$ cat src/rtl/mesh_fetch_param.sv
// mesh_fetch_param
// Walks a rectangular mesh of squares stored in memory, reads the four corner
// destination coordinates of each square over a read-only WISHBONE master and
// emits two triangles per square (destination + source vertices) to an
// interpolator. Horizontally adjacent squares share an edge, so after the first
// square of a row only the right-hand corners are fetched.
//
// Ports
//   clk, rst                    clock (rising edge), async active-high reset
//   mwb_adr_o/cyc_o/stb_o       WISHBONE read request (byte address)
//   mwb_ack_i, mwb_dat_i        WISHBONE response; x = [CW-1:0], y = [16+CW-1:16]
//   meshaddr                    base word address (x field [MW-1:0], y [29:MW])
//   mesh_count_x/_y             squares per axis minus one
//   mesh_size_x/_y              source-grid step per square
//   diag                        triangle split selection
//   start, abort                frame control; finished is high only in IDLE
//   t_da..t_sc                  triangle vertices {y,x}, d = dest, s = source
//   t_load, t_finished          triangle load strobe / interpolator ready
module mesh_fetch_param #(
  parameter int CW = 11,
  parameter int MW = 7
) (
  input  logic            clk,
  input  logic            rst,
  output logic [31:0]     mwb_adr_o,
  output logic            mwb_cyc_o,
  output logic            mwb_stb_o,
  input  logic            mwb_ack_i,
  input  logic [31:0]     mwb_dat_i,
  input  logic [29:0]     meshaddr,
  input  logic [MW-1:0]   mesh_count_x,
  input  logic [MW-1:0]   mesh_count_y,
  input  logic [CW-1:0]   mesh_size_x,
  input  logic [CW-1:0]   mesh_size_y,
  input  logic            diag,
  input  logic            start,
  input  logic            abort,
  output logic            finished,
  output logic [2*CW-1:0] t_da,
  output logic [2*CW-1:0] t_sa,
  output logic [2*CW-1:0] t_db,
  output logic [2*CW-1:0] t_sb,
  output logic [2*CW-1:0] t_dc,
  output logic [2*CW-1:0] t_sc,
  output logic            t_load,
  input  logic            t_finished
);

  localparam int YW = 30 - MW;
  localparam int VW = 2 * CW;
  localparam logic [MW-1:0] X_ONE  = {{(MW-1){1'b0}}, 1'b1};
  localparam logic [YW-1:0] Y_ONE  = {{(YW-1){1'b0}}, 1'b1};
  localparam logic [MW-1:0] X_ZERO = {MW{1'b0}};
  localparam logic [CW-1:0] C_ZERO = {CW{1'b0}};

  typedef enum logic [2:0] {
    S_IDLE = 3'd0,
    S_F_TL = 3'd1,
    S_F_BL = 3'd2,
    S_F_TR = 3'd3,
    S_F_BR = 3'd4,
    S_TRI0 = 3'd5,
    S_TRI1 = 3'd6,
    S_NEXT = 3'd7
  } state_t;

  state_t          state_q, state_d;
  logic [MW-1:0]   adr_x_q, adr_x_d;
  logic [YW-1:0]   adr_y_q, adr_y_d;
  logic [MW-1:0]   rem_x_q, rem_x_d;
  logic [MW-1:0]   rem_y_q, rem_y_d;
  logic [CW-1:0]   src_x0_q, src_x0_d;
  logic [CW-1:0]   src_y0_q, src_y0_d;
  logic [VW-1:0]   dst_tl_q, dst_tl_d;
  logic [VW-1:0]   dst_bl_q, dst_bl_d;
  logic [VW-1:0]   dst_tr_q, dst_tr_d;
  logic [VW-1:0]   dst_br_q, dst_br_d;

  // Frame parameters frozen at start
  logic [MW-1:0]   base_x_q;
  logic [MW-1:0]   cnt_x_q;
  logic [CW-1:0]   size_x_q;
  logic [CW-1:0]   size_y_q;
  logic            diag_q;

  logic            fetch_s;
  logic            tri_s;
  logic            load_s;
  logic            ack_s;
  logic [VW-1:0]   dat_coord_s;
  logic [CW-1:0]   src_x1_s;
  logic [CW-1:0]   src_y1_s;
  logic [VW-1:0]   src_tl_s, src_tr_s, src_bl_s, src_br_s;
  logic            dat_unused_s;

  assign fetch_s     = (state_q == S_F_TL) || (state_q == S_F_BL) ||
                       (state_q == S_F_TR) || (state_q == S_F_BR);
  assign tri_s       = (state_q == S_TRI0) || (state_q == S_TRI1);
  assign load_s      = (state_q == S_IDLE) && start;
  assign ack_s       = mwb_ack_i && !abort;
  assign dat_coord_s = {mwb_dat_i[16+CW-1:16], mwb_dat_i[CW-1:0]};
  // Bits of the data word outside the coordinate fields are intentionally ignored
  assign dat_unused_s = ^mwb_dat_i;

  // Bus request drops combinationally on abort so no read completes that cycle
  assign mwb_cyc_o = fetch_s && !abort;
  assign mwb_stb_o = fetch_s && !abort;
  assign mwb_adr_o = {adr_y_q, adr_x_q, 2'b00};
  assign finished  = (state_q == S_IDLE);
  assign t_load    = tri_s && t_finished && !abort;

  // Source vertices are derived from the top-left origin of the current square
  assign src_x1_s = src_x0_q + size_x_q;
  assign src_y1_s = src_y0_q + size_y_q;
  assign src_tl_s = {src_y0_q, src_x0_q};
  assign src_tr_s = {src_y0_q, src_x1_s};
  assign src_bl_s = {src_y1_s, src_x0_q};
  assign src_br_s = {src_y1_s, src_x1_s};

  // State and datapath registers
  always_ff @(posedge clk or posedge rst) begin
    if (rst) begin
      state_q  <= S_IDLE;
      adr_x_q  <= {MW{1'b0}};
      adr_y_q  <= {YW{1'b0}};
      rem_x_q  <= {MW{1'b0}};
      rem_y_q  <= {MW{1'b0}};
      src_x0_q <= {CW{1'b0}};
      src_y0_q <= {CW{1'b0}};
      dst_tl_q <= {VW{1'b0}};
      dst_bl_q <= {VW{1'b0}};
      dst_tr_q <= {VW{1'b0}};
      dst_br_q <= {VW{1'b0}};
    end else begin
      state_q  <= state_d;
      adr_x_q  <= adr_x_d;
      adr_y_q  <= adr_y_d;
      rem_x_q  <= rem_x_d;
      rem_y_q  <= rem_y_d;
      src_x0_q <= src_x0_d;
      src_y0_q <= src_y0_d;
      dst_tl_q <= dst_tl_d;
      dst_bl_q <= dst_bl_d;
      dst_tr_q <= dst_tr_d;
      dst_br_q <= dst_br_d;
    end
  end

  // Frame parameter latch, loaded only when a frame starts from IDLE
  always_ff @(posedge clk or posedge rst) begin
    if (rst) begin
      base_x_q <= {MW{1'b0}};
      cnt_x_q  <= {MW{1'b0}};
      size_x_q <= {CW{1'b0}};
      size_y_q <= {CW{1'b0}};
      diag_q   <= 1'b0;
    end else if (load_s) begin
      base_x_q <= meshaddr[MW-1:0];
      cnt_x_q  <= mesh_count_x;
      size_x_q <= mesh_size_x;
      size_y_q <= mesh_size_y;
      diag_q   <= diag;
    end else begin
      base_x_q <= base_x_q;
      cnt_x_q  <= cnt_x_q;
      size_x_q <= size_x_q;
      size_y_q <= size_y_q;
      diag_q   <= diag_q;
    end
  end

  // Next-state logic; abort takes priority over ack and t_finished
  always_comb begin
    state_d  = state_q;
    adr_x_d  = adr_x_q;
    adr_y_d  = adr_y_q;
    rem_x_d  = rem_x_q;
    rem_y_d  = rem_y_q;
    src_x0_d = src_x0_q;
    src_y0_d = src_y0_q;
    dst_tl_d = dst_tl_q;
    dst_bl_d = dst_bl_q;
    dst_tr_d = dst_tr_q;
    dst_br_d = dst_br_q;
    case (state_q)
      S_IDLE: begin
        if (start) begin
          state_d  = S_F_TL;
          adr_x_d  = meshaddr[MW-1:0];
          adr_y_d  = meshaddr[29:MW];
          rem_x_d  = mesh_count_x;
          rem_y_d  = mesh_count_y;
          src_x0_d = C_ZERO;
          src_y0_d = C_ZERO;
        end else begin
          state_d = S_IDLE;
        end
      end
      S_F_TL: begin
        if (abort) begin
          state_d = S_IDLE;
        end else if (ack_s) begin
          dst_tl_d = dat_coord_s;
          adr_y_d  = adr_y_q + Y_ONE;
          state_d  = S_F_BL;
        end else begin
          state_d = S_F_TL;
        end
      end
      S_F_BL: begin
        if (abort) begin
          state_d = S_IDLE;
        end else if (ack_s) begin
          dst_bl_d = dat_coord_s;
          adr_x_d  = adr_x_q + X_ONE;
          adr_y_d  = adr_y_q - Y_ONE;
          state_d  = S_F_TR;
        end else begin
          state_d = S_F_BL;
        end
      end
      S_F_TR: begin
        if (abort) begin
          state_d = S_IDLE;
        end else if (ack_s) begin
          dst_tr_d = dat_coord_s;
          adr_y_d  = adr_y_q + Y_ONE;
          state_d  = S_F_BR;
        end else begin
          state_d = S_F_TR;
        end
      end
      S_F_BR: begin
        if (abort) begin
          state_d = S_IDLE;
        end else if (ack_s) begin
          dst_br_d = dat_coord_s;
          adr_y_d  = adr_y_q - Y_ONE;
          state_d  = S_TRI0;
        end else begin
          state_d = S_F_BR;
        end
      end
      S_TRI0: begin
        if (abort) begin
          state_d = S_IDLE;
        end else if (t_finished) begin
          state_d = S_TRI1;
        end else begin
          state_d = S_TRI0;
        end
      end
      S_TRI1: begin
        if (abort) begin
          state_d = S_IDLE;
        end else if (t_finished) begin
          state_d = S_NEXT;
        end else begin
          state_d = S_TRI1;
        end
      end
      S_NEXT: begin
        if (abort) begin
          state_d = S_IDLE;
        end else if (rem_x_q != X_ZERO) begin
          // Right edge becomes the left edge of the next square
          dst_tl_d = dst_tr_q;
          dst_bl_d = dst_br_q;
          src_x0_d = src_x0_q + size_x_q;
          adr_x_d  = adr_x_q + X_ONE;
          rem_x_d  = rem_x_q - X_ONE;
          state_d  = S_F_TR;
        end else if (rem_y_q != X_ZERO) begin
          adr_x_d  = base_x_q;
          adr_y_d  = adr_y_q + Y_ONE;
          rem_x_d  = cnt_x_q;
          rem_y_d  = rem_y_q - X_ONE;
          src_x0_d = C_ZERO;
          src_y0_d = src_y0_q + size_y_q;
          state_d  = S_F_TL;
        end else begin
          state_d = S_IDLE;
        end
      end
      default: begin
        state_d = S_IDLE;
      end
    endcase
  end

  // Triangle vertex selection; only registered values feed it, so it is stable in TRI0/TRI1
  always_comb begin
    t_da = dst_tl_q;
    t_sa = src_tl_s;
    t_db = dst_bl_q;
    t_sb = src_bl_s;
    t_dc = dst_tr_q;
    t_sc = src_tr_s;
    if (state_q == S_TRI1) begin
      if (diag_q) begin
        t_da = dst_bl_q;  t_sa = src_bl_s;
        t_db = dst_br_q;  t_sb = src_br_s;
        t_dc = dst_tl_q;  t_sc = src_tl_s;
      end else begin
        t_da = dst_br_q;  t_sa = src_br_s;
        t_db = dst_bl_q;  t_sb = src_bl_s;
        t_dc = dst_tr_q;  t_sc = src_tr_s;
      end
    end else begin
      if (diag_q) begin
        t_da = dst_tr_q;  t_sa = src_tr_s;
        t_db = dst_tl_q;  t_sb = src_tl_s;
        t_dc = dst_br_q;  t_sc = src_br_s;
      end else begin
        t_da = dst_tl_q;  t_sa = src_tl_s;
        t_db = dst_bl_q;  t_sb = src_bl_s;
        t_dc = dst_tr_q;  t_sc = src_tr_s;
      end
    end
  end

endmodule
$ cat config.mk
export PLATFORM = sky130hd
export DESIGN_NAME = mesh_fetch_param
export DESIGN_NICKNAME = d
export VERILOG_FILES = /design/src/rtl/mesh_fetch_param.sv
export SDC_FILE = /design/constraint.sdc
export NUM_CORES = 1
export LEC_CHECK = 0
export BUFFER_PORTS_ARGS = -buffer_cell sky130_fd_sc_hd__buf_2
export CAP_MARGIN = 40
export CORE_MARGIN = 8
export CORE_UTILIZATION = 40
export CTS_CLUSTER_DIAMETER = 100
export CTS_CLUSTER_SIZE = 40
export DETAILED_ROUTE_END_ITERATION = 8
export SYNTH_ARGS = -nofsm -noshare
export SYNTH_HDL_FRONTEND = slang
export SYNTH_SLANG_ARGS = --single-unit
$ cat constraint.sdc
create_clock -name clk -period 6.51 [get_ports clk]
set_input_delay 0.651 -clock clk [delete_from_list [all_inputs] [get_ports clk]]
set_output_delay 0.651 -clock clk [all_outputs]
set_load 0.05 [all_outputs]
==> results of run 1 <==
-- state kept, by name, indices dropped and copies added (netlist names), 11 cells and up --
name	cells
adr_y_q	23
dst_bl_q	22
dst_br_q	22
dst_tl_q	22
dst_tr_q	22
size_x_q	11
size_y_q	11
src_x0_q	11
src_y0_q	11
-- worst max path at each step --
stage,startpoint,cells after the start,endpoint,slack [ns]
CTS,state_q[1]$_DFF_PP0_,7,t_sb[10],2.36
floorplan,rst,1,adr_x_q[0]$_DFFE_PP0P_,0.58
finish,state_q[1]$_DFF_PP0_,7,t_sb[10],2.39
detailed placement,state_q[1]$_DFF_PP0_,7,t_sb[10],2.86
global placement,state_q[0]$_DFF_PP0_,7,t_sc[14],2.61
global route,state_q[1]$_DFF_PP0_,7,t_sb[10],2.02
-- through the flow --
step	setup WS [ns]	total power (uW)
global route	2.02	7630
global placement	2.61	6020
floorplan	0.575	5210
CTS	2.36	7210
finish	2.39	7150
detailed placement	2.86	6110
-- synth_stat cells (23+ instances only) --
cell type	instances	area, um^2
sky130_fd_sc_hd__nand2_1	247	927
sky130_fd_sc_hd__mux2i_1	73	731
sky130_fd_sc_hd__a31oi_1	27	169
sky130_fd_sc_hd__ha_1	24	300
sky130_fd_sc_hd__nand3_1	24	120
sky130_fd_sc_hd__and2_1	27	169
sky130_fd_sc_hd__o21ai_0	133	666
sky130_fd_sc_hd__clkbuf_1	70	263
sky130_fd_sc_hd__nor3_1	25	125
sky130_fd_sc_hd__dfrtp_1	194	4850
sky130_fd_sc_hd__o22ai_1	23	144
sky130_fd_sc_hd__nor2_1	98	368
sky130_fd_sc_hd__inv_1	25	93.8
sky130_fd_sc_hd__mux2_2	80	901
sky130_fd_sc_hd__a21oi_1	129	646
-- routing by layer --
metal,part of all wire,GRT usage,vias to the layer above
li1,-,-,5652
met1,0.46,0.267,5510
met2,0.47,0.325,285
met3,0.058,0.0374,31
met4,0.0099,0.0476,4
met5,0.00062,0,-
-- power breakdown --
group	leakage (uW)	internal [uW]	switching, uW
registers	0.00242	1640	488
clock network	0.000293	552	529
logic	0.00422	1100	2840
total	0.00694	3290	3850
-- cells in the final DEF (no fill, tap or decap), drive strengths merged, types with 5 or more instances in the layout --
master	Yosys	final
nor3	27	27
xor2	8	8
mux2i	73	73
inv	25	33
a2111oi	5	5
or2	8	8
nand2b	6	6
a221oi	6	6
dfrtp	194	194
ha	24	24
and3	11	11
a2bb2oi	11	11
or4	6	6
mux2	80	80
o22ai	23	23
a31oi	28	28
nand3	24	24
nor2b	12	12
o21ai	146	146
o22a	5	5
o21a	7	7
clkinv	0	5
xnor2	16	16
nor2	101	101
and2	27	27
a211oi	12	12
clkbuf	70	18
nor4	9	9
nand2	247	247
o211ai	5	5
buf	38	282
a21o	5	5
a21oi	130	130
or3	13	13
o31ai	6	6
-- worst max-delay path: stages (launching register included) --
cell and delay (ns):
sky130_fd_sc_hd__dfrtp_1 0.88, sky130_fd_sc_hd__nand2_1 0.27, sky130_fd_sc_hd__nor2_4 0.15, sky130_fd_sc_hd__buf_4 0.49
sky130_fd_sc_hd__nand2_1 0.56, sky130_fd_sc_hd__nor2_1 0.27, sky130_fd_sc_hd__xnor2_1 0.14, sky130_fd_sc_hd__buf_2 0.28
-- cells by family (layout without fill, tap and decap cells) --
logic type,after synthesis,in the layout,share of synthesized area
other cells,1,3,0.000300
compound gates,426,426,0.207
flops,194,194,0.388
mux,153,153,0.130
fa+ha+maj,26,26,0.0272
simple gates,510,510,0.186
xor+xnor,24,24,0.0168
buf+inv,133,339,0.0446
-- area by class of cell --
| type | count | area (um^2) |
|---|---|---|
| clock inverter | 14 | 165 |
| timing repair buffer | 282 | 1560 |
| antenna | 1 | 2.50 |
| sequential | 194 | 4860 |
| multi-input combinational | 1141 | 7150 |
| inverter | 25 | 101 |
| tap | 396 | 495 |
| fill | 2951 | 15900 |
| clock buffer | 18 | 429 |
==> results.txt, run 1 <==
----------------------------------------------------
[CTS]
  Clock root buffer master ... sky130_fd_sc_hd__clkbuf_16
  Clock transition time at the flip-flop clock pins of the worst setup and hold paths ... 0.08 ns
  Number of gates resized after cts ... 0
  Max Root-Sink Buffers ... 2
  TritonCTS buffer count ... 17
  H-tree Lvls ... 4
  Clock tree from TritonCTS ... yes
  Clk sinks ... 194
  Total setup buffers inserted after CTS ... 0
  # hold bufs at CTS ... 0
  Clock latency on the worst-skew pair ... 0.44 ns

[Pwr]
  VDD IR-drop max ... 0.000423 V
  Power per Cell Area ... 484 nW/um^2
  Static leakage ... 0.00694 uW

[Synthesis]
  Post-Synthesis Cell Area ... 12,500 um^2
  Per-instance average area after synthesis ... 8.53 um^2
  Yosys warnings ... 0
  Number of storage elements in the synthesis netlist ... between 150 and 200
  FFs w/ async S/R, synth ... 1.00
  Yosys cell types ... 77
  Post-synth EDFFs ... 0
  Sequential share of the synthesized area ... 0.388
  Cells after Synth ... 1,467
  Most used flip-flop cell after synthesis ... sky130_fd_sc_hd__dfrtp_1

[Setup path]
  Worst reg2reg path depth ... 11
  Reg2Reg Launch Point ... state_q[1]$_DFF_PP0_
  CP startpoint kind ... flop
  Crit path capture type ... primary output
  Critical path fanouts, max ... 36
  Endpoint of the most critical register-to-register path ... adr_y_q[14]$_DFFE_PP0P_
  Internal reg-to-reg setup slack ... 2.97 ns
  Worst Path Required ... around 5.9 ns
  Kind of critical path ... flop to primary output
  Arrival time at the worst endpoint ... 3.47 ns

[GRT]
  Wire length of the first global-routing pass ... between 60,000 and 70,000 um
  Number of antenna violations at the first check in global routing ... 3
  Largest net degree at the start of global routing ... 111
  GRT Residual Overflow ... 0
  All-layer global routing usage ... 0.198
  Via count of the first global-routing pass ... 11,255

[STA]
  Slew at the pin closest to its max-slew limit ... 0.864 ns
  Setup TNS Final ... 0 ns
  Finish-stage setup viols ... 0
  Max frequency ... 242 MHz
  Final hold slack ... approximately 0.14 ns
  Final critical delay including setup and external delays ... slightly above 4 ns
  Unrepaired setup endpoints after global routing ... no
  Final slew viol count ... 0
  Layout Skew ... 0.0157 ns
  Fin crit share ... 0.633
  Max_slew headroom ... 0.417
  Final Hold Fails ... 0

[Place]
  Number of placed instances with taps included ... 2,038
  Post-DP HPWL ... 26,100 um
  Total of buffers placed on input and output ports ... 260
  Placer's final routability congestion estimate ... 0.863
  Instance area at placement ... 14,200 um^2

[Floorplanning]
  Horizontal extent of the die ... about 190 um
  Overall die height ... 193 um
  Floorplan Core Area ... 30,700 um^2
  Die area ... about 37,000 um^2
  Core Rows ... 64
  Effective utilization at floorplan ... 0.408
  Top-level I/O count ... 273

[Final layout]
  Design area ... around 15,000 um^2
  Area added between synthesis and finish ... 17.9%
  Layout Nets ... 1,792
  Final Util ... 0.481
  Share of final-layout standard cells stronger than drive strength 1 ... 0.252
  Final Instance Count excl. Fillers ... 2,071

[Route]
  Total detailed-routing wirelength ... 37,000 um
  Pre-Repair DR Iteration Count ... 5
  Via/cell ratio ... 5.54
  Initial drt markers ... between 700 and 800
  Detailed-route via count ... 11,482
  Detail Route Antenna Nets ... 0
  Mean routed wirelength per cell ... ~18 um
  Number of DRC violations after detailed routing ... 0

[Status]
  Outcome ... complete, no violations

[Hold path]
  Hold crit path type ... primary input to async pin

[Run]
  Count of maximum capacitance violations ... 0

----------------------------------------------------
No activity file was read; power rests on OpenSTA's default activity.
==> inputs of run 2 (changes only) <==
- clock period: 6.51 -> 3.6 ns (I/O delays scaled with it)
==> results.txt, run 2 (same netlist as run 1, synthesis figures left out) <==
----------------------------------------------------
[CTS]
  Clock latency on the worst-skew pair ... 0.45 ns (about the same)
  Clock tree from TritonCTS ... yes
  Clock transition time at the flip-flop clock pins of the worst setup and hold paths ... 0.07 ns (about the same)
  # hold bufs at CTS ... 0 (unchanged)
  Clk sinks ... 194 (unchanged)
  Clock root buffer master ... sky130_fd_sc_hd__clkbuf_16
  Number of gates resized after cts ... 1 (+1)
  Total setup buffers inserted after CTS ... 0 (unchanged)
  Max Root-Sink Buffers ... 2 (unchanged)
  H-tree Lvls ... 4 (unchanged)
  TritonCTS buffer count ... 17 (unchanged)

[Final layout]
  Area added between synthesis and finish ... 18.2%
  Number of flip-flops in the largest register ... 23 (unchanged)
  Most common library cell in the layout ignoring fill and taps ... sky130_fd_sc_hd__buf_2
  Share of final-layout standard cells stronger than drive strength 1 ... 0.257 (+0.00505)
  Top reg by flops ... adr_y_q
  Layout Nets ... 1,798 (+0.33%)
  Commonest cells after routing, fill and taps aside ... sky130_fd_sc_hd__buf_2 (257), sky130_fd_sc_hd__nand2_1 (247), sky130_fd_sc_hd__dfrtp_1 (193), sky130_fd_sc_hd__o21ai_0 (133), sky130_fd_sc_hd__a21oi_1 (128)

[Setup path]
  Cells traversed along the worst timing path ... ha_1, a21oi_1, o21ai_0, o31ai_2, mux2i_1, a2111oi_4, o21ai_0, buf_2
  Reg2Reg Launch Point ... rem_y_q[0]$_DFFE_PP0P_
  Endpoint of the most critical register-to-register path ... adr_y_q[11]$_DFFE_PP0P_
  Bufs and invs on worst path ... 1 (-1)
  Worst reg2reg path depth ... 8 (-3)
  Slowest-stage cell, CP ... sky130_fd_sc_hd__dfrtp_1
  Most numerous cell on the critical path ... sky130_fd_sc_hd__o21ai_0
  Critical path fanouts, max ... 6 (-83%)
  Crit path capture type ... primary output
  Arrival time at the worst endpoint ... 2.99 ns (-0.48 ns)
  Crit path from ... src_x0_q[1]$_DFFE_PP0P_
  Internal reg-to-reg setup slack ... 0.68 ns (-2.29 ns)
  Largest stage delay on the critical path ... 0.46 ns (-0.42 ns)
  Last element of the critical path ... t_sc[9]
  CP startpoint kind ... flop
  Worst path depth ... 8 (+1)
  Kind of critical path ... flop to primary output
  Worst Path Required ... 3.24 ns (-2.62 ns)
  Crit path max-delay family ... compound AO/OA/AOI/OAI gates

[STA]
  Max_slew headroom ... 0.454 (+0.0373)
  Max frequency ... 298 MHz
  Final critical delay including setup and external delays ... roughly 3.4 ns
  Final Hold Fails ... 0 (unchanged)
  Unrepaired setup endpoints after global routing ... no
  Slew at the pin closest to its max-slew limit ... 0.819 ns (-0.0450 ns)
  Worst path setup slack after routing ... 0.247 ns (-2.14 ns)
  Fin crit share ... 0.931
  Final slew viol count ... 0 (unchanged)
  Setup TNS Final ... 0 ns (unchanged)
  Finish-stage setup viols ... 0 (unchanged)
  Layout Skew ... 0.0194 ns (+0.00376 ns)

[Floorplanning]
  Top-level I/O count ... 273 (unchanged)
  Core Rows ... 64 (unchanged)
  Floorplan Core Area ... 30,700 um^2 (unchanged)
  Horizontal extent of the die ... 193 um (unchanged)
  Die area ... 37,200 um^2 (unchanged)
  Overall die height ... 193 um (unchanged)
  Effective utilization at floorplan ... 0.408 (unchanged)

[Route]
  Via/cell ratio ... 5.55 (about the same)
  Initial drt markers ... 855 (+13%)
  Mean routed wirelength per cell ... 18.0 um (+0.45%)
  Total detailed-routing wirelength ... 37,300 um (+0.79%)
  Detailed-route via count ... 11,532 (+0.44%)
  Pre-Repair DR Iteration Count ... 5 (unchanged)
  Number of DRC violations after detailed routing ... 0 (unchanged)
  Detail Route Antenna Nets ... 0 (unchanged)

[GRT]
  GRT Residual Overflow ... 0 (unchanged)
  Number of antenna violations at the first check in global routing ... 2 (-1)
  Via count of the first global-routing pass ... 11,123 (-1.2%)
  Largest net degree at the start of global routing ... 85 (-23%)
  Wire length of the first global-routing pass ... 59,700 um (-0.60%)
  All-layer global routing usage ... 0.199 (+0.000617)

[Hold path]
  Hold crit path type ... primary input to async pin

[Run]
  Count of maximum capacitance violations ... 0 (unchanged)

[Place]
  Worst slack after detailed placement ... 0.505 ns (-2.36 ns)
  Placer's final routability congestion estimate ... 0.845 (-2.1%)
  Total of buffers placed on input and output ports ... 260 (unchanged)
  Post-DP HPWL ... 26,400 um (+0.99%)

[Pwr]
  Static leakage ... 0.00694 uW (+0.10%)
  Power per Cell Area ... 875 nW/um^2 (+81%)
  VDD IR-drop max ... 0.000965 V (+130%)

[Status]
  Outcome ... complete, no violations

----------------------------------------------------
run 2: cell types whose count changed in the layout (fill, tap and decap cells not counted), sizes merged:
| cell | delta |
|---|---|
| clkbuf | +4 |
| buf | +3 |
| inv | -3 |
| clkinv | +1 |
| clkinvlp | +1 |
| diode | +1 |
run 2: per-stage QoR:
step | power, uW | cell area, um^2 | hold WS, ns | utilization | std cells
2_1_floorplan | 9420 | 12500 | 0.471 | - | 1468
3_3_place_gp | 10900 | 14200 | 0.482 | 0.462 | 2044
3_5_place_dp | 11000 | 14200 | 0.491 | 0.462 | 2044
4_1_cts | 13000 | 14800 | 0.0767 | 0.481 | 2076
5_1_grt | 13800 | 14800 | 0.0948 | 0.482 | 2076
6_report | 12900 | 14800 | 0.0602 | 0.482 | 2078
run 2: metal layers:
layer	vias to the layer above	track usage	wire length, um
met2	313	0.324	17700
li1	5667	-	-
met4	2	0.0582	539
met5	-	0	13
met3	36	0.0332	1940
met1	5514	0.267	17200
run 2: how the worst min path moves through the flow:
stage / from / to / slack (ns) / cells past startpoint
after floorplan: dst_tl_q[13]$_DFFE_PP0P_ / dst_tl_q[13]$_DFFE_PP0P_ / 0.47 / 2
after global placement: cnt_x_q[5]$_DFFE_PP0P_ / cnt_x_q[5]$_DFFE_PP0P_ / 0.48 / 1
after detailed placement: dst_tl_q[18]$_DFFE_PP0P_ / dst_tl_q[18]$_DFFE_PP0P_ / 0.49 / 2
after CTS: rst / dst_br_q[16]$_DFFE_PP0P_ / 0.08 / 3
after global routing: rst / dst_tl_q[14]$_DFFE_PP0P_ / 0.09 / 3
final: rst / dst_tl_q[14]$_DFFE_PP0P_ / 0.06 / 3
run 2: power by group:
part | switching [uW] | internal [uW]
logic | 5080 | 2000
registers | 955 | 2970
clock network | 931 | 1000
run 2: area by class of cell:
type                            instances  area, um^2
Multi-Input combinational cell       1141        7180
Sequential cell                       194        4860
Fill cell                            3010       15900
Tap cell                              396         495
Clock buffer                           19         443
Inverter                               25        97.6
Antenna cell                            2        5.00
Clock inverter                         13         143
Timing Repair Buffer                  288        1570
run 2: worst reg2reg max path, delay by kind of cell (launching register included):
kind                     cells  cell delay [ns]
AND/OR/NAND/NOR              3             1.60
adder cells (fa/ha/maj)      1             0.18
buffers and inverters        1             0.07
AO/OA/AOI/OAI                3             0.55
flip-flops                   1             0.41
==> inputs of run 3 (changes only) <==
- SLEW_MARGIN: not set -> 20
- clock period: 3.6 -> 2.8 ns (I/O delays scaled with it)
==> results.txt, run 3 (same netlist as run 1, synthesis figures left out) <==
----------------------------------------------------
[Status]
  Outcome ... finished, violations left
  Violated checks ... setup timing

[Final layout]
  Final Instance Count excl. Fillers ... 2,139 (+2.9%)
  Share of final-layout standard cells stronger than drive strength 1 ... 0.321 (+0.0643)
  Area added between synthesis and finish ... 28.7%
  Count of fill cells added during filler insertion ... 2,909 (-3.4%)
  Top reg by flops ... adr_y_q
  Final Util ... 0.525 (+0.0430)
  Layout Nets ... 1,857 (+3.3%)
  Commonest cells after routing, fill and taps aside ... sky130_fd_sc_hd__nand2_1 (242), sky130_fd_sc_hd__buf_2 (222), sky130_fd_sc_hd__dfrtp_1 (193), sky130_fd_sc_hd__a21oi_1 (125), sky130_fd_sc_hd__o21ai_0 (96)
  Number of flip-flops in the largest register ... 23 (unchanged)
  Most common library cell in the layout ignoring fill and taps ... sky130_fd_sc_hd__nand2_1

[Pwr]
  Gate power share ... 0.568 (+0.021)
  Net switching power figure ... 9350 uW (+34%)
  Int Pwr ... 8120 uW (+36%)
  Final total power ... 17,500 uW (+35%)
  Power per Cell Area ... 1080 nW/um^2 (+24%)
  Static leakage ... 0.00746 uW (+7.5%)
  Fraction of power spent switching nets ... 0.535 (-0.00315)
  VDD IR-drop max ... 0.000957 V (-0.89%)
  Share of total power in the clock network ... 0.149 (about the same)
  Sequential cell fraction of total power ... 0.283 (-0.020)

[STA]
  Final Hold Fails ... 0 (unchanged)
  Layout Skew ... 0.0182 ns (-0.00127 ns)
  Final critical delay including setup and external delays ... 3.01 ns
  Unrepaired setup endpoints after global routing ... yes
  Setup TNS Final ... -2.09 ns (-2.09 ns)
  Max frequency ... between 300 and 400 MHz
  Final hold slack ... 0.0632 ns (+0.00300 ns)
  Fin crit share ... 1.07
  Worst path setup slack after routing ... -0.208 ns (-0.455 ns)
  Slew at the pin closest to its max-slew limit ... 0.758 ns (-0.0614 ns)
  Final slew viol count ... 0 (unchanged)
  Finish-stage setup viols ... 23 (+23)
  Max_slew headroom ... 0.482 (+0.0279)

[GRT]
  All-layer global routing usage ... 0.202 (+0.00331)
  Number of antenna violations at the first check in global routing ... 3 (+1)
  GRT Residual Overflow ... 0 (unchanged)
  Largest net degree at the start of global routing ... 112 (+32%)
  Wire length of the first global-routing pass ... 61,300 um (+2.7%)
  Via count of the first global-routing pass ... 11,521 (+3.6%)

[Floorplanning]
  Floorplan Core Area ... 30,700 um^2 (unchanged)
  Effective utilization at floorplan ... 0.408 (unchanged)
  Overall die height ... 193 um (unchanged)
  Core Rows ... 64 (unchanged)
  Die area ... 37,200 um^2 (unchanged)
  Top-level I/O count ... 273 (unchanged)
  Horizontal extent of the die ... 193 um (unchanged)

[Route]
  Routed met3 length ... 1740 um (-10%)
  Number of DRC violations after detailed routing ... 0 (unchanged)
  Highest metal layer with signal wires ... met4
  Initial drt markers ... 618 (-28%)
  Via/cell ratio ... 5.55 (about the same)
  Pre-Repair DR Iteration Count ... 5 (unchanged)
  Total detailed-routing wirelength ... 38,700 um (+3.7%)
  Met2 layer wire length in the routed design ... 18,900 um (+6.8%)
  Routed length on met1 ... 17,500 um (+2.2%)
  Detail Route Antenna Nets ... 0 (unchanged)
  Mean routed wirelength per cell ... 18.1 um (+0.75%)
  Detailed-route via count ... 11,882 (+3.0%)

[CTS]
  Clock latency on the worst-skew pair ... 0.44 ns (about the same)
  TritonCTS buffer count ... 17 (unchanged)
  Clock root buffer master ... sky130_fd_sc_hd__clkbuf_16
  H-tree Lvls ... 4 (unchanged)
  Clock tree from TritonCTS ... yes
  Max Root-Sink Buffers ... 2 (unchanged)
  Clk sinks ... 194 (unchanged)
  Clock transition time at the flip-flop clock pins of the worst setup and hold paths ... 0.09 ns (+0.02 ns)

[Run]
  Count of maximum capacitance violations ... 0 (unchanged)

[Setup path]
  Worst Path Required ... 2.52 ns (-0.72 ns)
  Worst reg2reg path depth ... 10 (+2)
  CP startpoint kind ... flop
  Kind of critical path ... flop to primary output
  Critical path fanouts, max ... 4 (-2)
  Crit path capture type ... primary output
  Arrival time at the worst endpoint ... 2.73 ns (-0.26 ns)

[Hold path]
  Hold crit path type ... primary input to flop
  Cells on Worst Hold Path ... 3

[Place]
  Post-DP HPWL ... 27,200 um (+3.1%)
  Placer's final routability congestion estimate ... 0.893 (+5.6%)
  Total of buffers placed on input and output ports ... 260 (unchanged)
  Number of placed instances with taps included ... 2,085 (+2.0%)

----------------------------------------------------
## run 3: changes by cell type in the layout (fill, tap and decap cells not counted), sizes merged, moves of 2 or more
cell	previous run	this run
diode	2	4
buf	285	343
clkinv	6	8
clkbuf	22	20
## run 3: cell type report
type                       instances  area (um^2)  share of cell area
tap                              396          495              0.0308
multi-input combinational       1141         7670               0.476
inverter                          25         97.6             0.00606
antenna                            4         10.0            0.000621
clock inverter                    15          204              0.0127
clock buffer                      17          425              0.0264
sequential                       194         4860               0.302
timing repair buffer             347         2350               0.146
## run 3: worst max-delay path: stages, from the launching register on
cell	delay (ns)
sky130_fd_sc_hd__dfrtp_1	0.39
sky130_fd_sc_hd__ha_2	0.20
sky130_fd_sc_hd__fa_2	0.38
sky130_fd_sc_hd__a21oi_4	0.18
sky130_fd_sc_hd__o2111ai_4	0.15
sky130_fd_sc_hd__buf_4	0.17
sky130_fd_sc_hd__buf_6	0.11
sky130_fd_sc_hd__nand3_2	0.08
sky130_fd_sc_hd__nand2_4	0.07
sky130_fd_sc_hd__xnor2_4	0.15
sky130_fd_sc_hd__o21ai_0	0.18
sky130_fd_sc_hd__buf_4	0.23
## run 3: metrics by stage
stage | setup slack [ns] | cell area [um^2]
after floorplan | -0.308 | 12600
after global placement | -0.129 | 14600
after detailed placement | -0.138 | 14700
after CTS | -0.309 | 15700
after global routing | -0.316 | 16100
final | -0.208 | 16100
## run 3: worst paths after layout
check | slack [ns] | from | endpoint
max | -0.21 | src_y0_q[0]$_DFFE_PP0P_ | t_sc[19]
min | 0.06 | mesh_size_x[10] | size_x_q[10]$_DFFE_PP0P_
max reg2reg | 0.20 | state_q[2]$_DFF_PP0_ | adr_y_q[14]$_DFFE_PP0P_
min reg2reg | 0.51 | cnt_x_q[3]$_DFFE_PP0P_ | cnt_x_q[3]$_DFFE_PP0P_
max in group asynchronous | 1.70 | rst | dst_tl_q[3]$_DFFE_PP0P_
min in group asynchronous | 0.56 | rst | state_q[2]$_DFF_PP0_
## run 3: power by group through the flow
| stage | Clock [uW] | Combinational [uW] | Sequential, uW |
|---|---|---|---|
| floorplan | 0 | 6950 | 5260 |
| global placement | 0 | 9360 | 4930 |
| detailed placement | 0 | 9500 | 4950 |
| CTS | 2690 | 9800 | 4920 |
| global route | 2790 | 10600 | 5130 |
| finish | 2610 | 9930 | 4940 |
## run 3: per-layer routing
layer  track usage  vias up
li1              -     5790
met4        0.0567        0
met5             0        -
met2         0.338      261
met1         0.265     5796
met3        0.0338       35
## run 3: repair_timing
action / CTS / global route
setup buffers: 10 / 7
hold buffers: 1 / 0
hold endpoints to repair: 5 / 0
gates cloned: 0 / 1
gates resized for setup: 98 / 74
pin swaps: 27 / 16
setup endpoints to repair: 38 / 97
